<file path="src/rtl/countdown_timer_param_if.sv">
// Control/status bundle between the control FSM and the countdown timer.
interface countdown_timer_param_if #(
  parameter int unsigned WIDTH = 9
);
  logic             load;
  logic [WIDTH-1:0] load_value;
  logic             start;
  logic             pause;
  logic             reload_en;
  logic [WIDTH-1:0] current;
  logic             running;
  logic             done;
  logic             expired;

  // Controller side: issues strobes, observes count and status.
  modport master (
    output load, load_value, start, pause, reload_en,
    input  current, running, done, expired
  );

  // Timer side.
  modport slave (
    input  load, load_value, start, pause, reload_en,
    output current, running, done, expired
  );
endinterface

</file>
<file path="src/rtl/countdown_timer_param.sv">
// Programmable countdown timer with prescaler, pause/resume, and one-shot or auto-reload mode.
// All outputs come straight from registers.
module countdown_timer_param #(
  parameter int unsigned WIDTH    = 9,
  parameter int unsigned PRESCALE = 1
) (
  input logic                    clock,
  input logic                    reset,
  countdown_timer_param_if.slave bus
);

  localparam int unsigned     PW       = $clog2(PRESCALE) + 1;
  localparam logic [PW-1:0]   PresLast = PW'(PRESCALE - 1);
  localparam logic [PW-1:0]   PresOne  = PW'(1);
  localparam logic [WIDTH-1:0] One     = WIDTH'(1);

  typedef enum logic [1:0] {StIdle, StRun, StPause, StExpired} state_e;

  state_e           state_q, state_d;
  logic [WIDTH-1:0] current_q, current_d;
  logic [WIDTH-1:0] reload_q, reload_d;
  logic [PW-1:0]    presc_q, presc_d;
  logic             done_q, done_d;
  logic             expired_q, expired_d;
  logic             tick;

  assign tick = (presc_q == PresLast);

  // State and datapath registers, cleared asynchronously.
  always_ff @(posedge clock or posedge reset) begin
    if (reset) begin
      state_q   <= StIdle;
      current_q <= '0;
      reload_q  <= '0;
      presc_q   <= '0;
      done_q    <= 1'b0;
      expired_q <= 1'b0;
    end else begin
      state_q   <= state_d;
      current_q <= current_d;
      reload_q  <= reload_d;
      presc_q   <= presc_d;
      done_q    <= done_d;
      expired_q <= expired_d;
    end
  end

  // Next-state logic: load beats start/pause, which beat the count tick.
  always_comb begin
    state_d   = state_q;
    current_d = current_q;
    reload_d  = reload_q;
    presc_d   = presc_q;
    done_d    = 1'b0;
    expired_d = expired_q;

    if (bus.load) begin
      reload_d  = bus.load_value;
      current_d = bus.load_value;
      presc_d   = '0;
      expired_d = 1'b0;
      state_d   = StIdle;
    end else begin
      case (state_q)
        StIdle: begin
          if (bus.start && (current_q != '0)) begin
            state_d = StRun;
            presc_d = '0;
          end
        end
        StRun: begin
          // Pause freezes the prescaler too, so resume continues the partial period.
          if (bus.pause) begin
            state_d = StPause;
          end else if (tick) begin
            presc_d = '0;
            if (current_q > One) begin
              current_d = current_q - One;
            end else if (current_q == One) begin
              done_d = 1'b1;
              if (bus.reload_en) begin
                current_d = reload_q;
              end else begin
                current_d = '0;
                expired_d = 1'b1;
                state_d   = StExpired;
              end
            end
          end else begin
            presc_d = presc_q + PresOne;
          end
        end
        StPause: begin
          if (bus.start) begin
            state_d = StRun;
          end
        end
        StExpired: begin
          if (bus.start && (reload_q != '0)) begin
            current_d = reload_q;
            expired_d = 1'b0;
            presc_d   = '0;
            state_d   = StRun;
          end
        end
        default: state_d = StIdle;
      endcase
    end
  end

  // Registered status outputs.
  always_comb begin
    bus.current = current_q;
    bus.running = (state_q == StRun);
    bus.done    = done_q;
    bus.expired = expired_q;
  end

endmodule

</file>
<file path="src/flat_wrapper.sv">
// flat-port wrapper written by rule: the top's interface ports become plain ports
module countdown_timer_param_flat 
#(
  parameter int unsigned WIDTH    = 9,
  parameter int unsigned PRESCALE = 1
)
  (clock, reset, bus_load, bus_load_value, bus_start, bus_pause, bus_reload_en, bus_current, bus_running, bus_done, bus_expired);
  countdown_timer_param_if #(.WIDTH(WIDTH)) bus_i ();
  input logic clock;
  input logic reset;
  input wire logic [$bits(bus_i.load)-1:0] bus_load;
  input wire logic [$bits(bus_i.load_value)-1:0] bus_load_value;
  input wire logic [$bits(bus_i.start)-1:0] bus_start;
  input wire logic [$bits(bus_i.pause)-1:0] bus_pause;
  input wire logic [$bits(bus_i.reload_en)-1:0] bus_reload_en;
  output wire logic [$bits(bus_i.current)-1:0] bus_current;
  output wire logic [$bits(bus_i.running)-1:0] bus_running;
  output wire logic [$bits(bus_i.done)-1:0] bus_done;
  output wire logic [$bits(bus_i.expired)-1:0] bus_expired;
  assign bus_i.load = bus_load;
  assign bus_i.load_value = bus_load_value;
  assign bus_i.start = bus_start;
  assign bus_i.pause = bus_pause;
  assign bus_i.reload_en = bus_reload_en;
  assign bus_current = bus_i.current;
  assign bus_running = bus_i.running;
  assign bus_done = bus_i.done;
  assign bus_expired = bus_i.expired;
  countdown_timer_param #(.WIDTH(WIDTH), .PRESCALE(PRESCALE)) u_core (.clock(clock), .reset(reset), .bus(bus_i));
endmodule
</file>
<file path="config.mk">
export PLATFORM = sky130hd
export DESIGN_NAME = countdown_timer_param_flat
export DESIGN_NICKNAME = d
export VERILOG_FILES = /design/src/rtl/countdown_timer_param_if.sv /design/src/rtl/countdown_timer_param.sv /design/src/flat_wrapper.sv
export SDC_FILE = /design/constraint.sdc
export NUM_CORES = 1
export LEC_CHECK = 0
export CORE_MARGIN = 3
export CORE_UTILIZATION = 40
export DETAILED_ROUTE_END_ITERATION = 12
export PLACE_DENSITY = 0.7
export SETUP_SLACK_MARGIN = 0.15
export SYNTH_ARGS = -nofsm -noshare
export SYNTH_HDL_FRONTEND = slang
export SYNTH_SLANG_ARGS = --single-unit
</file>
<file path="constraint.sdc">
create_clock -name clock -period 3.2 [get_ports clock]
set_input_delay 0.64 -clock clock [delete_from_list [all_inputs] [get_ports clock]]
set_output_delay 0.64 -clock clock [all_outputs]
set_load 0.05 [all_outputs]
</file>
# After elaboration in Yosys (flattened, before gate mapping)
# Index checks and enable logic that the tools add are counted.
word_totals:
  regBits: 23
  inputBits: 15
  output_inout_bits: 12
op_classes:
  add_sub_neg: 2
  magnitude_cmp: 1
  eq_ne: 17
  n_mux: 37
  n_reduce_logical: 11
op_table:
  columns: ["operator", "n"]
  rows:
  - ["9-bit 2-to-1 mux", 7]
  - ["2-bit 2-to-1 mux", 9]
  - ["9-bit one-hot mux with 2 select lines", 1]
  - ["9-bit nonzero test", 2]
  - ["1-bit 2-to-1 mux", 17]
  - ["3-bit != test, second input constant", 5]
  - ["7-bit AND reduction", 2]
  - ["4-bit != test, second input constant", 3]
  - ["9-bit by 1-bit == test with 1-bit output, second input constant", 1]
  - ["9-bit by 1-bit > comparator with 1-bit output, second input constant", 1]
  - ["3-bit by 2-bit != test with 1-bit output, second input constant", 3]
  - ["9-bit by 1-bit subtractor with 9-bit output, second input constant", 1]
  - ["2-bit one-hot mux with 4 select lines", 1]
  - ["5-bit AND reduction", 1]
  - ["2-bit == test, second input constant", 2]
  - ["4-bit by 2-bit != test with 1-bit output, second input constant", 1]
  - ["4-bit by 3-bit != test with 1-bit output, second input constant", 1]
  - ["4-bit AND reduction", 1]
  - ["4-bit nonzero test", 1]
  - ["1-bit one-hot mux with 3 select lines", 1]
  - ["3-bit nonzero test", 1]
  - ["2-bit by 1-bit == test with 1-bit output, second input constant", 1]
  - ["1-bit logical AND", 2]
  - ["2-bit logical NOT", 1]
  - ["other kinds (2)", 2]

# Depth between registers and ports, before layout
# Gate-level depths: netlist (run 1).
logic_depth:
  word_depth: 7
  ltp_mapped: 9
  mapped_depth_nobuf: 7

# Worst setup path after synthesis (run 1)
# OpenSTA, ideal clock, no wires.
synth_timing:
  kind: "reg-to-reg"
  startpoint: "register u_core.current_q[1], in the netlist u_core.bus.current[1]"
  endpoint: "register u_core.current_q[1], in the netlist u_core.bus.current[1]"
  arrival_ns: 2.029
  setup_slack_ns: 1.040
  path_stages_with_launch: 9
  n_path_buf: 1
  cell_sequence: "dfrtp_1 -> buf_2 -> inv_1 -> ha_1 -> o21bai_1 -> and3_1 -> mux2i_1 -> a222oi_1 -> a21oi_1"
synth_between:
  elab_chain_cells: 6
  elab_cells_between_ends: 10
  classes_between: "1 x add/sub; 1 x order compare; 2 x eq/ne; 5 x mux; 1 x reduce/logical"
synth_rtl:
  columns: ["item", "line_no", "rtl"]
  rows:
  - ["start: declaration", "countdown_timer_param.sv:20", "logic [WIDTH-1:0] current_q, current_d;"]
  - ["start signal: assignment", "countdown_timer_param.sv:40", "current_q <= current_d;"]
  - ["9-bit by 1-bit subtractor with 9-bit output / 9-bit by 1-bit > comparator with 1-bit output (equally long branches)", "countdown_timer_param.sv:78, countdown_timer_param.sv:77", null]
  - ["9-bit 2-to-1 mux", "countdown_timer_param.sv:77", "if (current_q > One) begin"]
  - ["9-bit 2-to-1 mux", "countdown_timer_param.sv:75", "end else if (tick) begin"]
  - ["9-bit 2-to-1 mux", "countdown_timer_param.sv:73", "if (bus.pause) begin"]
  - ["9-bit one-hot mux with 2 select lines", "countdown_timer_param.sv:64", "case (state_q)"]
  - ["9-bit 2-to-1 mux", "countdown_timer_param.sv:57", "if (bus.load) begin"]
# Parallel ways exist; a longest one is shown, timed or not. The select of a mux whose other input is x is not followed.
# A chain may end at the register's enable or synchronous reset.

# Worst setup path after layout (run 1)
layout_timing:
  startpoint: "register u_core.state_q[0]"
  endpoint: "output bus_running"
layout_between:
  elab_chain_cells: 1
layout_rtl:
  columns: ["item", "line_no", "rtl"]
  rows:
  - ["start: declaration", "countdown_timer_param.sv:19", "state_e state_q, state_d;"]
  - ["start signal: assignment", "countdown_timer_param.sv:32", "state_q <= StIdle;"]
  - ["start signal: assignment", "countdown_timer_param.sv:39", "state_q <= state_d;"]
  - ["2-bit by 1-bit == test with 1-bit output", "countdown_timer_param.sv:114", "bus.running = (state_q == StRun);"]
  - ["end: declaration", "flat_wrapper.sv:17", "output wire logic [$bits(bus_i.running)-1:0] bus_running;"]
# Every way passes these cells.

==> flow_metrics.env, run 1 <==
export IMPL_startpoint_type="register"
export IMPL_worst_path_max_fanout=12
export IMPL_worst_slew_pin_transition_ns=0.829
export IMPL_required_ns=2.56
export IMPL_post_drt_via_cell_ratio=5.79
export IMPL_syn_nets=177
export IMPL_synthesis_area_um2=1440
export IMPL_syn_avg_cell_area_um2=8.99
export IMPL_grt_first_pass_wirelength_um=5900
export IMPL_cts_sink_count=22
export IMPL_tritoncts="done"
export IMPL_dp_cells=224
export IMPL_netlist_instances=160
export IMPL_worst_hold_margin_ns=0.532
export IMPL_tritoncts_num_buffers=3
export IMPL_pre_cts_slack_ns=0.768
export IMPL_cts_hold_buffers_added=0
export IMPL_timing_final_hold_violations=0
export IMPL_post_cts_resize_count=0
export IMPL_timing_final_ws_setup_ns=0.692
export IMPL_min_period_over_period_pct=78.4
export IMPL_powerDensity_nw_per_um2=479
export IMPL_initial_utilization_pct=42.5
export IMPL_most_area_consuming_cells_after_synthesis="dfrtp_1 (38%), mux2_2 (7.0%), a22oi_1 (4.2%), nor2_1 (4.2%), nand2_1 (3.1%)"
export IMPL_overflow=0
export IMPL_vias_in_the_first_global_route=1193
export IMPL_postRouteWirelength_um=3430
export IMPL_1st_pass_router_iterations=4
export IMPL_synth_unique_cells=45
export IMPL_synth_warning_count=0
export IMPL_grt_util_met3_pct=2.21
export IMPL_drc=0
export IMPL_setup_total_negative_slack_ns=0
export IMPL_cts_setup_buffers=0
export IMPL_area_growth_syn_to_layout_pct=21.4
export IMPL_setup_violations_final=0
export IMPL_overall_die_area_um2=4350
export IMPL_io_count=27
export IMPL_crit_path_max_incr_delay_ns=0.82
export IMPL_clk_pin_slew_ns=0.12
export IMPL_globalRoute_busiestLayer="met1"
export IMPL_grt_max_degree=24
export IMPL_chipWidth_um=66.0
export IMPL_dpl_hpwl_um=2490
export IMPL_final_fill_count=323
export IMPL_drt_iter0_markers=112
export IMPL_final_setup_skew_ns=0.00346
export IMPL_ys_top_cells_by_count="dfrtp_1 (22), nor2_1 (16), nand2_1 (12)"
export IMPL_via_count=1314
export IMPL_regArea_um2=551
export IMPL_timing_max_transition_violations_final=0
export IMPL_status="finished clean"
export IMPL_grt_util_overall_pct=17.5
export IMPL_fraction_of_final_layout_cells_sized_beyond_drive_strength_1_pct=11.0
export IMPL_leakagePower_nw=0.682
export IMPL_timing_fmax_mhz=399
export IMPL_slowest_stage="clkdlybuf4s50_1"
export IMPL_timing_reg2reg_worst_path_depth=6
export IMPL_coreArea_um2=3390
export IMPL_fp_dieH_um=66.0
export IMPL_ctsRootBufferMaster="clkbuf_4"
export IMPL_cap_viol_max_count=0
export IMPL_finalCriticalPeriod_ns=2.51
export IMPL_proportion_of_netlist_area_held_by_the_largest_area_contributor_pct=38.3
export IMPL_min_path_type="register to register"
export IMPL_floorplan_rows=21
export IMPL_final_design_area_no_fill_um2=1750
export IMPL_postRouteAntennaNets=0
export IMPL_finish_cell_count_without_fillers=227
export IMPL_met1_usage_pct=26.0
export IMPL_ys_seq_area_share_pct=38.3
export IMPL_min_path_cells=1
export IMPL_portBuffers=26
export IMPL_antenna_cells=0
export IMPL_grt_setup_unrepaired="false"
export IMPL_yosys_cell_count_top_type="dfrtp_1"
export IMPL_finish_net_count=200
export IMPL_cts_max_level=1
export IMPL_clkLatencyLatePin_ns=0.32
export IMPL_ys_ff_latch=22
export IMPL_antenna_found_initial=0
export IMPL_critical_path_class="register to primary output"
export IMPL_multi_input_logic_area_um2=818
export IMPL_worst_slew_margin_rel_pct=44.7
export IMPL_grtUsageMet2_pct=25.9
export IMPL_synth_edf_count=0
export IMPL_synthArstFlopShare_pct=100
export IMPL_yosys_most_used_dff="dfrtp_1"
export IMPL_worst_ir_drop_vdd_mv=0.160
export IMPL_worst_setup_path_end_kind="primary output"
export IMPL_max_clock_path_buffers=2
export IMPL_critPathArrivalTime_ns=1.87
export IMPL_place_gp_congestion=0.847
export IMPL_placedInstanceArea_um2=1720
export IMPL_timing_critical_path_cells="nor2b_1 -> clkdlybuf4s50_1"
export IMPL_post_synth_top_area_cell="dfrtp_1"
export IMPL_wl_per_cell_um=15.1
## cell usage in the layout (no fill, tap or decap), types with 3 or more instances in the layout
master           netlist  routed
nor2_1                16      16
clkdlybuf4s50_1        0      26
a31oi_1                7       7
a22oi_1                8       8
dfrtp_1               22      22
nand3_1                6       6
clkbuf_4               0       3
nand4_1                4       4
mux2_2                 9       9
nand2_1               12      12
nor3_1                 5       5
o21ai_0                7       7
a21oi_1                8       8
inv_1                  6       6
## final cells by class
class / instances / area share (%)
Sequential cell: 22 / 31.5
Timing Repair Buffer: 28 / 15.8
Multi-Input combinational cell: 122 / 46.8
Clock buffer: 3 / 1.29
Inverter: 6 / 1.29
Tap cell: 46 / 3.30
## registers in the layout, summed over array words and instances, names as in the netlist
signal and count:
u_core.bus.current 9, u_core.bus.done 1, u_core.bus.expired 1, u_core.reload_q 9
u_core.state_q 2
## where the power goes
group,internal (mW),total (mW),switching (mW)
Sequential,0.314,0.380,0.0665
Combinational,0.132,0.323,0.192
Clock,0.0442,0.134,0.0895
Total,0.490,0.837,0.348
## layer usage
metal / vias up / share of wire (%) / wire [um]
met1: 622 / 48 / 1650
met5: - / 0 / 0
li1: 636 / - / -
met4: 0 / 1.7 / 57
met2: 51 / 44 / 1510
met3: 5 / 6.4 / 219
## worst max-delay path, delay by kind of cell (launching register included)
family / cells / cell delay [ns]
buf+inv: 1 / 0.82
flops: 1 / 0.55
simple gates: 1 / 0.18
## per-stage QoR
stage               power, mW  util, %
CTS                     0.837     51.5
global route            0.886     51.5
global placement        0.702     50.9
finish                  0.837     51.5
detailed placement      0.707     50.9
floorplan               0.598        -
## final timing paths
check,start,to,slack (ns)
max in group asynchronous,reset,u_core.bus.current[3],1.92
worst min register to register,u_core.bus.expired,u_core.bus.expired,0.53
min in group asynchronous,reset,u_core.state_q[1],0.77
worst min-delay path,u_core.bus.expired,u_core.bus.expired,0.53
worst max-delay path,u_core.state_q[0],bus_running,0.69
worst max register to register,u_core.bus.current[0],u_core.bus.current[1],0.86
## kinds of logic after synthesis
group / share of synthesized area, %
and+or+nand+nor: 24.8
AOI/OAI and AO/OA: 20.8
DFF: 38.3
buffers and inverters: 4.87
muxes: 7.74
xor gates and xnor gates: 1.83
adders and majority gates: 1.74
Power figures use the tool's default switching activity.
==> run 2: changes to the inputs <==
--- a/config.mk
+++ b/config.mk
@@ -8,7 +8,7 @@
 export CORE_MARGIN = 3
 export CORE_UTILIZATION = 40
 export DETAILED_ROUTE_END_ITERATION = 12
-export PLACE_DENSITY = 0.7
+export PLACE_DENSITY = 0.72
 export SETUP_SLACK_MARGIN = 0.15
 export SYNTH_ARGS = -nofsm -noshare
 export SYNTH_HDL_FRONTEND = slang
==> constraint.sdc (replaced) <==
create_clock -name clock -period 2.3 [get_ports clock]
set_input_delay 0.46 -clock clock [delete_from_list [all_inputs] [get_ports clock]]
set_output_delay 0.46 -clock clock [all_outputs]
set_load 0.05 [all_outputs]
==> run 2 against run 1 <==
  * Core utilization up 2.0 points
  * Setup slack got worse by 0.49 ns
  * Sequential power rose by 35%
  * Die area stayed put
  * Combinational power rose by 47%
  * Count of clock-buffer cells in the layout rose by 1
  * Non-clock buffer count is 6 higher
  * Critical path depth shrank 1
  * Clock power increased by 62%
  * Critical path type unchanged
  * Largest power group unchanged
==> flow_metrics.env, run 2 (synthesis gave the netlist of run 1 again) <==
export IMPL_timing_max_transition_violations_final=0
export IMPL_timing_fmax_mhz=477
export IMPL_cts_hold_buffers_added=0
export IMPL_tritoncts_num_buffers=3
export IMPL_finish_cell_count_without_fillers=234
export IMPL_critPathArrivalTime_ns=1.64
export IMPL_area_growth_syn_to_layout_pct=26.2
export IMPL_cap_viol_max_count=0
export IMPL_worst_setup_path_end_kind="primary output"
export IMPL_antenna_cells=0
export IMPL_fp_dieH_um=66.0
export IMPL_powerDensity_nw_per_um2=664
export IMPL_overall_die_area_um2=4350
export IMPL_final_cell_mix="dfrtp_1 (21), clkdlybuf4s50_1 (19), nor2_1 (16), nand2_1 (12)"
export IMPL_vias_in_the_first_global_route=1190
export IMPL_postRouteAntennaNets=0
export IMPL_drt_iter0_markers=61
export IMPL_coreArea_um2=3390
export IMPL_slowest_stage="clkdlybuf4s50_1"
export IMPL_final_fill_count=292
export IMPL_timing_final_hold_violations=0
export IMPL_status="finished clean"
export IMPL_initial_utilization_pct=42.5
export IMPL_chipWidth_um=66.0
export IMPL_antenna_found_initial=0
export IMPL_1st_pass_router_iterations=5
export IMPL_postRouteWirelength_um=3380
export IMPL_net_switching_power_mw=0.480
export IMPL_power_share_sequential_pct=42.5
export IMPL_crit_start="u_core.bus.current[5]"
export IMPL_crit_buf_inv=1
export IMPL_cts_max_level=1
export IMPL_layout_cells_most_common="dfrtp_1"
export IMPL_internal_power_mw=0.726
export IMPL_setup_violations_final=0
export IMPL_wl_per_cell_um=14.5
export IMPL_portBuffers=26
export IMPL_ctsRootBufferMaster="clkbuf_4"
export IMPL_worstReg2RegStart="u_core.bus.current[1]"
export IMPL_min_path_type="input port to asynchronous set/reset pin"
export IMPL_cts_sink_count=22
export IMPL_setup_total_negative_slack_ns=0
export IMPL_dp_cells=229
export IMPL_dpl_hpwl_um=2580
export IMPL_grt_util_overall_pct=16.9
export IMPL_power_frac_clock_pct=18.0
export IMPL_worst_ir_drop_vdd_mv=0.281
export IMPL_worst_slew_margin_rel_pct=61.7
export IMPL_via_count=1350
export IMPL_floorplan_rows=21
export IMPL_timing_reg2reg_setup_slack_ns=0.34
export IMPL_post_drt_via_cell_ratio=5.77
export IMPL_max_clock_path_buffers=2
export IMPL_leakagePower_nw=0.765
export IMPL_required_ns=1.84
export IMPL_overflow=0
export IMPL_final_setup_skew_ns=0.00420
export IMPL_fraction_of_final_layout_cells_sized_beyond_drive_strength_1_pct=15.4
export IMPL_finish_net_count=206
export IMPL_placedInstanceArea_um2=1760
export IMPL_clk_pin_slew_ns=0.12
export IMPL_pre_cts_slack_ns=0.0798
export IMPL_worst_hold_margin_ns=0.414
export IMPL_worst_slew_pin_transition_ns=0.572
export IMPL_tritoncts="done"
export IMPL_combPwrFrac_pct=39.5
export IMPL_place_gp_congestion=0.877
export IMPL_critical_path_class="register to primary output"
export IMPL_grt_max_degree=23
export IMPL_timing_critical_path_cells="clkdlybuf4s50_1"
export IMPL_cpLargestDelayFamily="buffers and inverters"
export IMPL_startpoint_type="register"
export IMPL_drc=0
export IMPL_power_switching_share_pct=39.8
export IMPL_crit_path_max_incr_delay_ns=0.84
export IMPL_final_design_area_no_fill_um2=1820
export IMPL_total_power_mw=1.21
export IMPL_timing_rr_end="u_core.bus.current[1]"
export IMPL_finalCriticalPeriod_ns=2.10
export IMPL_min_period_over_period_pct=91.2
export IMPL_grt_first_pass_wirelength_um=5760
export IMPL_io_count=27
export IMPL_worst_path_max_fanout=5
export IMPL_finish_utilization_pct=53.6
export IMPL_timing_final_ws_setup_ns=0.201
export IMPL_clkLatencyLatePin_ns=0.31
export IMPL_timing_reg2reg_worst_path_depth=7
export IMPL_grt_setup_unrepaired="false"
run 2: repair_timing:
action                                  CTS  global route
pin swaps                                 0             0
cloned                                    0             0
resized for setup                         1             5
setup buffers                             0             1
endpoints found under the hold margin     0             0
endpoints found under the setup margin    1             7
run 2: how the worst max path moves through the flow:
stage / endpoint / depth (start not counted)
detailed placement: u_core.bus.current[3] / 7
floorplan: u_core.bus.current[1] / 8
CTS: bus_current[4] / 1
global route: bus_current[5] / 1
global placement: u_core.bus.current[8] / 6
finish: bus_current[5] / 1
run 2: power by group through the flow:
stage / clock network [mW] / logic (mW) / registers, mW
after floorplan: 0 / 0.217 / 0.616
after global placement: 0 / 0.460 / 0.524
after detailed placement: 0 / 0.465 / 0.528
after CTS: 0.229 / 0.464 / 0.520
after global routing: 0.235 / 0.517 / 0.524
final: 0.217 / 0.476 / 0.512
run 2: layout make-up:
| class | count | area (um2) | share of cell area (%) |
|---|---|---|---|
| Multi-Input combinational cell | 122 | 818 | 45.1 |
| Sequential cell | 22 | 552 | 30.4 |
| Timing Repair Buffer | 34 | 329 | 18.1 |
| Tap cell | 46 | 57.6 | 3.17 |
| Clock buffer | 4 | 36.3 | 2.00 |
| Inverter | 6 | 22.5 | 1.24 |
run 2: layer usage:
layer  track usage, %  wire, um  vias to the layer above
li1                 -         -                      652
met4             6.09        30                        0
met3             1.53       191                        3
met1             24.6      1550                      648
met5                0         0                        -
met2             26.2      1610                       47
==> run 3: changes to the inputs <==
--- a/config.mk
+++ b/config.mk
@@ -6,9 +6,9 @@
 export NUM_CORES = 1
 export LEC_CHECK = 0
 export CORE_MARGIN = 3
-export CORE_UTILIZATION = 40
+export CORE_UTILIZATION = 46
 export DETAILED_ROUTE_END_ITERATION = 12
-export PLACE_DENSITY = 0.72
+export PLACE_DENSITY = 0.81
 export SETUP_SLACK_MARGIN = 0.15
 export SYNTH_ARGS = -nofsm -noshare
 export SYNTH_HDL_FRONTEND = slang
==> run 3 against run 2 <==
  * Non-clock buffer count grew 1
  * Largest cell class unchanged
  * Cell count down 1.3%
  * Sequential share of layout area is 0.25 points lower
  * Die area decreased by 12%
  * Wire length up 9.1%
  * Fmax is 0.50% lower
  * Critical path type unchanged
==> flow_metrics.env, run 3 (synthesis gave the netlist of run 1 again) <==
export IMPL_final_cell_mix="dfrtp_1 (21), clkdlybuf4s50_1 (19), nor2_1 (16), nand2_1 (12), buf_4 (10)"
export IMPL_powerDensity_nw_per_um2=710
export IMPL_dpl_hpwl_um=2720
export IMPL_pre_cts_slack_ns=0.105
export IMPL_grt_first_pass_wirelength_um=5930
export IMPL_worst_path_max_fanout=6
export IMPL_timing_reg2reg_setup_slack_ns=0.25
export IMPL_floorplan_rows=19
export IMPL_worst_ir_drop_vdd_mv=0.330
export IMPL_clk_pin_slew_ns=0.13
export IMPL_chipWidth_um=61.9
export IMPL_total_power_mw=1.30
export IMPL_tritoncts_num_buffers=3
export IMPL_timing_final_hold_violations=0
export IMPL_drc=0
export IMPL_min_period_over_period_pct=91.7
export IMPL_via_count=1386
export IMPL_cts_sink_count=22
export IMPL_drt_iter0_markers=89
export IMPL_postRouteWirelength_um=3690
export IMPL_critPathArrivalTime_ns=1.65
export IMPL_initial_utilization_pct=50.0
export IMPL_critical_path_class="register to primary output"
export IMPL_cts_max_level=1
export IMPL_fp_dieH_um=61.9
export IMPL_ctsRootBufferMaster="clkbuf_4"
export IMPL_grt_max_degree=23
export IMPL_finish_utilization_pct=63.6
export IMPL_worst_slew_pin_transition_ns=0.502
export IMPL_status="finished clean"
export IMPL_vias_in_the_first_global_route=1284
export IMPL_layout_cells_most_common="dfrtp_1"
export IMPL_clkLatencyLatePin_ns=0.32
export IMPL_leakagePower_nw=0.770
export IMPL_overall_die_area_um2=3840
export IMPL_cts_setup_buffers=0
export IMPL_tritoncts="done"
export IMPL_grt_util_overall_pct=21.1
export IMPL_finish_net_count=207
export IMPL_place_gp_congestion=0.870
export IMPL_antenna_found_initial=0
export IMPL_worst_hold_margin_ns=0.448
export IMPL_startpoint_type="register"
export IMPL_slowest_stage="clkdlybuf4s50_1"
export IMPL_postRouteAntennaNets=0
export IMPL_coreArea_um2=2880
export IMPL_min_path_type="input port to asynchronous set/reset pin"
export IMPL_max_clock_path_buffers=2
export IMPL_cpLargestDelayFamily="buffers and inverters"
export IMPL_1st_pass_router_iterations=4
export IMPL_finalCriticalPeriod_ns=2.11
export IMPL_post_cts_resize_count=2
export IMPL_final_fill_count=251
export IMPL_timing_critical_path_cells="clkdlybuf4s50_1"
export IMPL_wl_per_cell_um=16.0
export IMPL_timing_final_ws_setup_ns=0.191
export IMPL_antenna_cells=0
export IMPL_cap_viol_max_count=0
export IMPL_setup_violations_final=0
export IMPL_timing_max_transition_violations_final=0
export IMPL_portBuffers=26
export IMPL_io_count=27
export IMPL_grt_setup_unrepaired="false"
export IMPL_worst_slew_margin_rel_pct=66.5
export IMPL_required_ns=1.84
export IMPL_overflow=0
export IMPL_setup_total_negative_slack_ns=0
export IMPL_final_setup_skew_ns=0.000886
export IMPL_cts_hold_buffers_added=0
export IMPL_fraction_of_final_layout_cells_sized_beyond_drive_strength_1_pct=15.9
export IMPL_worst_setup_path_end_kind="primary output"
export IMPL_area_growth_syn_to_layout_pct=27.2
export IMPL_timing_fmax_mhz=474
export IMPL_crit_path_max_incr_delay_ns=0.85
export IMPL_post_drt_via_cell_ratio=6.00
export IMPL_crit_buf_inv=1
==> run 3: cell count changes in the layout (fill, tap and decap cells not counted) <==
cell and change:
dlymetal6s2s_1 -1, buf_4 +1, dlygate4sd2_1 +1, clkbuf_8 -1, bufinv_16 +1
==> run 3: routing by layer <==
layer | global-route usage, % | up-vias | part of all wire (%)
li1 | - | 652 | -
met1 | 28.2 | 651 | 43
met2 | 32.9 | 69 | 47
met3 | 3.93 | 14 | 7.2
met4 | 10.3 | 0 | 2.7
met5 | 0 | - | 0
==> run 3: final cells by class <==
cell class	count	area (um2)	share of cell area, %
repair buffers	35	333	18.2
multi-input cells	122	818	44.7
well taps	42	52.6	2.87
clock buffers	3	22.5	1.23
clock inverters	1	30.0	1.64
flip-flops and latches	22	552	30.1
inverters	6	22.5	1.23
==> run 3: power breakdown <==
part	leakage (nW)	internal, mW	total (mW)	switching (mW)
sequential	0.261	0.437	0.522	0.0852
combinational	0.480	0.187	0.469	0.282
clock	0.0279	0.176	0.309	0.133
total	0.770	0.800	1.30	0.500
==> run 3: final timing paths <==
path / cells after the start / endpoint / start
max: 1 / bus_current[6] / u_core.bus.current[6]
min: 3 / u_core.reload_q[8] / reset
min reg2reg: 1 / u_core.bus.expired / u_core.bus.expired
max in group asynchronous: 3 / u_core.bus.current[1] / reset
max reg2reg: 7 / u_core.bus.current[1] / u_core.bus.current[1]
min in group clock: 1 / u_core.bus.expired / u_core.bus.expired
==> run 3: through the flow <==
step	instances	area, um2
floorplan	160	1440
global placement	227	1770
detailed placement	227	1770
CTS	231	1820
global route	231	1830
finish	231	1830
